<file path="config.mk">
export PLATFORM = sky130hd
export DESIGN_NAME = scope_frame_receiver
export DESIGN_NICKNAME = d
export VERILOG_FILES = /design/src/rtl/scope_frame_receiver_pkg.sv /design/src/rtl/scope_frame_receiver_frame_ram.sv /design/src/rtl/scope_frame_receiver.sv
export SDC_FILE = /design/constraint.sdc
export NUM_CORES = 2
export LEC_CHECK = 0
export CAP_MARGIN = 20
export CORE_MARGIN = 10
export CORE_UTILIZATION = 55
export DETAILED_ROUTE_END_ITERATION = 10
export PLACE_DENSITY_LB_ADDON = 0.12
export SETUP_SLACK_MARGIN = 0.5
export SYNTH_ARGS = -nofsm -noshare
export SYNTH_HDL_FRONTEND = slang
export SYNTH_HIERARCHICAL = 1
export SYNTH_SLANG_ARGS = --single-unit
</file>
<file path="constraint.sdc">
create_clock -name clk -period 2.68 [get_ports clk]
set_clock_uncertainty 0.15 [all_clocks]
set_input_delay 0.268 -clock clk [delete_from_list [all_inputs] [get_ports clk]]
set_output_delay 0.268 -clock clk [all_outputs]
set_load 0.03 [all_outputs]
</file>
<file path="src/rtl/scope_frame_receiver_pkg.sv">
// Shared definitions for the scope frame receiver: FSM encoding and frame layout constants.
package scope_frame_receiver_pkg;

    typedef enum logic [1:0] {
        IDLE,
        SEND_CMD,
        RECV,
        DONE
    } state_t;

    localparam int unsigned CMD_SLOPE_BIT     = 0;
    localparam int unsigned TRIG_INDEX        = 256;
    localparam int unsigned FRAME_LEN_DEFAULT = 512;

endpackage

</file>
<file path="src/rtl/scope_frame_receiver_frame_ram.sv">
// Simple dual-port frame buffer, single clock, registered read; a read of the
// address being written in the same cycle returns the old contents.
module scope_frame_receiver_frame_ram #(
    parameter int unsigned DEPTH  = 512,
    parameter int unsigned ADDR_W = 9
) (
    input  logic              clk,
    input  logic              we,
    input  logic [ADDR_W-1:0] waddr,
    input  logic [7:0]        wdata,
    input  logic [ADDR_W-1:0] raddr,
    output logic [7:0]        rdata
);

    logic [7:0] mem [DEPTH];

    always_ff @(posedge clk) begin
        if (we) begin
            mem[waddr] <= wdata;
        end
        rdata <= mem[raddr];
    end

endmodule

</file>
<file path="src/rtl/scope_frame_receiver.sv">
// Host-side capture receiver: sends the arm/slope command byte, collects one
// FRAME_LEN-byte sample dump into the frame buffer, and flags inter-byte timeouts.
module scope_frame_receiver
    import scope_frame_receiver_pkg::*;
#(
    parameter int unsigned FRAME_LEN      = FRAME_LEN_DEFAULT,
    parameter int unsigned ADDR_W         = 9,
    parameter int unsigned TIMEOUT_CYCLES = 1_000_000,
    parameter int unsigned TO_W           = 20
) (
    input  logic              clk,
    input  logic              rst,
    input  logic              arm,
    input  logic              slope,
    output logic              txd_start,
    output logic [7:0]        txd_data,
    input  logic              txd_busy,
    input  logic              rxd_data_ready,
    input  logic [7:0]        rxd_data,
    output logic              busy,
    output logic              frame_valid,
    output logic              frame_done,
    output logic              timeout_err,
    output logic [ADDR_W:0]   byte_count,
    input  logic [ADDR_W-1:0] rd_addr,
    output logic [7:0]        rd_data
);

    localparam int unsigned CNT_W = ADDR_W + 1;
    localparam logic [CNT_W-1:0] LAST_IDX = CNT_W'(FRAME_LEN - 1);
    localparam logic [CNT_W-1:0] FULL_CNT = CNT_W'(FRAME_LEN);
    localparam logic [TO_W-1:0]  TO_LIMIT = TO_W'(TIMEOUT_CYCLES - 1);

    state_t          state;
    logic [TO_W-1:0] to_cnt;
    logic            wr_en;

    assign wr_en = (state == RECV) && rxd_data_ready;

    // Decoded from state so the strobe lands in the very cycle txd_busy drops.
    assign txd_start = (state == SEND_CMD) && !txd_busy;

    always_ff @(posedge clk) begin
        if (rst) begin
            state       <= IDLE;
            busy        <= 1'b0;
            frame_valid <= 1'b0;
            frame_done  <= 1'b0;
            timeout_err <= 1'b0;
            byte_count  <= '0;
            txd_data    <= '0;
            to_cnt      <= '0;
        end else begin
            frame_done <= 1'b0;
            case (state)
                IDLE: begin
                    if (arm) begin
                        txd_data                <= '0;
                        txd_data[CMD_SLOPE_BIT] <= slope;
                        byte_count              <= '0;
                        timeout_err             <= 1'b0;
                        frame_valid             <= 1'b0;
                        busy                    <= 1'b1;
                        state                   <= SEND_CMD;
                    end
                end
                SEND_CMD: begin
                    if (!txd_busy) begin
                        to_cnt <= '0;
                        state  <= RECV;
                    end
                end
                RECV: begin
                    if (rxd_data_ready) begin
                        to_cnt <= '0;
                        if (byte_count != FULL_CNT) begin
                            byte_count <= byte_count + 1'b1;
                        end
                        // DONE's outputs are loaded on entry so they are visible during DONE.
                        if (byte_count == LAST_IDX) begin
                            frame_done  <= 1'b1;
                            frame_valid <= 1'b1;
                            busy        <= 1'b0;
                            state       <= DONE;
                        end
                    end else if (to_cnt == TO_LIMIT) begin
                        timeout_err <= 1'b1;
                        busy        <= 1'b0;
                        state       <= IDLE;
                    end else begin
                        to_cnt <= to_cnt + 1'b1;
                    end
                end
                DONE: begin
                    state <= IDLE;
                end
                default: begin
                    state <= IDLE;
                end
            endcase
        end
    end

    scope_frame_receiver_frame_ram #(
        .DEPTH (FRAME_LEN),
        .ADDR_W(ADDR_W)
    ) u_frame_ram (
        .clk  (clk),
        .we   (wr_en),
        .waddr(byte_count[ADDR_W-1:0]),
        .wdata(rxd_data),
        .raddr(rd_addr),
        .rdata(rd_data)
    );

endmodule

</file>
==> results.json <==
{
  "area_of_placed_instances_mm2": 0.181,
  "worst_pin_slew_ps": 980,
  "dp_hpwl_um": 291000,
  "cts_tree": "done",
  "finalMaxSlewViolations": 0,
  "synth-seq-cells": 4141,
  "timing.hold.worst.class": "primary input to flip-flop",
  "drive_above_1_share_pct": 33.6,
  "initial_utilization_pct": 55.2,
  "cp_data_arrival_time_ps": 3500,
  "postSynthCellCount": 8286,
  "layout.cell_area.non_filler_mm2": 0.198,
  "htree_levels": 5,
  "num_io_pins": 54,
  "postRouteAntennaNets": 0,
  "p_leak_uw": 0.0651,
  "ff2ff_setup_slack_ps": 50,
  "yosysMostFrequentCell": "edfxtp_1",
  "fin_nets": 9774,
  "violated_checks": "negative setup slack",
  "multi_input_area_mm2": 0.0386,
  "die_h_um": 563,
  "area_used_by_sequential_logic_in_the_layout_mm2": 0.124,
  "synthArstFlopShare_pct": 0,
  "grt_first_pass_wirelength_um": 641000,
  "clkTransAtPathRegs_ps": 60,
  "first_iter_violations": 11200,
  "yosys_warnings": 6,
  "syn_area_mm2": 0.162,
  "numCtsBuffers": 408,
  "global_route.overflow_total": 0,
  "timing.critical_path.fanout_max": 40,
  "gp_congestion": 1.01,
  "worst_slack_ps": -91.8,
  "crit_required_ps": 3410,
  "unrepaired_setup_endpoints_after_global_routing": "true",
  "synthDistinctLibCells": 73,
  "io_buffers": 46,
  "post-synth-top-area-cell": "edfxtp_1",
  "hold-worst-slack_ps": 121,
  "crit_path_capture_type": "flip-flop",
  "grt_start_max_net_pins": 104,
  "ctsLongestPathBuffers": 4,
  "first_global_vias": 89400,
  "setup.worst_path.start_class": "primary input",
  "wire_per_inst_um": 32.2,
  "area_growth_syn_to_layout_pct": 21.9,
  "drc_errors_left": 0,
  "finalSetupViolations": 4,
  "synthFlopType": "edfxtp_1",
  "insertion_delay_ps": 970,
  "number_of_enable_flip_flop_cells_after_synthesis": 4096,
  "outcome": "finished, violations left",
  "timing.setup.tns_ps": -203,
  "pwr_density_cell_mw_per_mm2": 688,
  "antenna_found_initial": 29,
  "netlist.area_leader.share_pct": 75.9,
  "vias_per_cell": 6.41,
  "final_period_minus_worst_setup_slack_ps": 2770,
  "worst_case_headroom_to_the_max_slew_limit_pct": 34.0,
  "std_cell_rows": 199,
  "path_class": "primary input to flip-flop",
  "timing_hold_violations_final": 0,
  "synth.yosys.seq_area_share_pct": 76.5,
  "synth.top_cells.by_area": "edfxtp_1 (76%), mux4_2 (9.1%), mux2i_1 (4.9%)",
  "groute.usage.overall_pct": 27.7,
  "dieWidth_um": 563,
  "cts_root_buf": "clkbuf_16",
  "max_cap_violations": 0,
  "design.die.area_mm2": 0.317,
  "irDropWorstVdd_mv": 0.597,
  "cts_sinks": 4141,
  "fin_crit_sh_pct": 103,
  "syn_avg_cell_area_um2": 19.6,
  "filler_cell_count": 18800,
  "max_freq_ghz": 0.361,
  "dr.pass1.iters": 6,
  "route.vias.total": 89700,
  "core_region_area_mm2": 0.294,
  "wl_um": 451000,
  "top_post_synthesis_cells_by_count": "edfxtp_1 (4,096), mux2i_1 (799), mux4_2 (654)"
}
cells by family after synthesis:
family / synth area share (%)
simple gates: 3.01
fa+ha+maj: 0.0463
buf+inv: 1.90
other cells: 0.00231
compound gates: 4.49
xor+xnor: 0.0487
flops: 76.5
mux: 14.0
metrics by stage:
step | cells | setup WS [ps] | utilization (%) | total power (uW)
3_5_place_dp | 13100 | -1230 | 61.5 | 80700
6_report | 14000 | -91.8 | 67.3 | 136000
5_1_grt | 14000 | -31.9 | 67.3 | 140000
2_1_floorplan | 8292 | 277 | - | 76400
4_1_cts | 13900 | 151 | 66.6 | 136000
3_3_place_gp | 13100 | -1380 | 61.5 | 80600
cell type report:
class	count	share of cell area [%]
antenna	15	0.0190
clock buffer	498	5.46
clock inverter	230	1.12
inverter	12	0.0304
multi-input combinational	3612	19.5
sequential	4141	62.8
tap	3919	2.48
timing repair buffer	1570	8.59
routing by layer:
| layer | vias up | wire (um) | GRT usage, % |
|---|---|---|---|
| met4 | 6 | 15600 | 8.16 |
| li1 | 37400 | - | - |
| met3 | 763 | 44100 | 5.57 |
| met5 | - | 39 | 0.0753 |
| met2 | 4561 | 215000 | 44.0 |
| met1 | 47000 | 176000 | 39.3 |
critical path, stage by stage:
cell and delay (ps):
clkbuf_8 120, or2_4 340, buf_4 210, buf_12 170
buf_16 280, o221ai_1 300, o22ai_2 180, a22oi_1 330
nand4_1 470, nand2_1 210, buf_4 200, o2111a_1 210
flip-flops by register name, summed over array words and instances, names as in the netlist:
signal             cells
u_frame_ram/mem     4096
to_cnt                20
byte_count            10
u_frame_ram/rdata      8
state                  2
busy                   1
frame_done             1
frame_valid            1
timeout_err            1
txd_data               1
final timing paths:
kind,startpoint,to,cells past startpoint
setup / recovery,rd_addr[2],u_frame_ram/rdata[4],12
hold reg to reg,to_cnt[19],to_cnt[19],2
setup reg to reg,u_frame_ram/mem[159][0],u_frame_ram/rdata[0],7
hold / removal,rd_addr[3],u_frame_ram/rdata[1],4
where the power goes:
group          switching, uW  internal (uW)
Clock                  23900          32200
Sequential               158          71200
Combinational           5250           3320
Total                  29300         107000
cell usage in the layout, fill, tap and decap left out, drive strengths merged, types with 62 or more instances in the layout:
cell    count
edfxtp   4096
mux4      654
o21ai     136
buf      1526
a21oi     216
clkinv    176
nand2     135
o221ai    372
mux2i     799
nor3      113
a22oi      62
nor2      619
o22ai     163
clkbuf    510
timing repair:
action                                   CTS  global route
endpoints found under the hold margin   2744             0
endpoints found under the setup margin  4131          4001
gates resized for setup                  364           265
gates cloned                               8            12
hold buffers                              13             0
buffers inserted                          48            39
pin swaps                                 78           107
(Power assumes the default switching activity.)
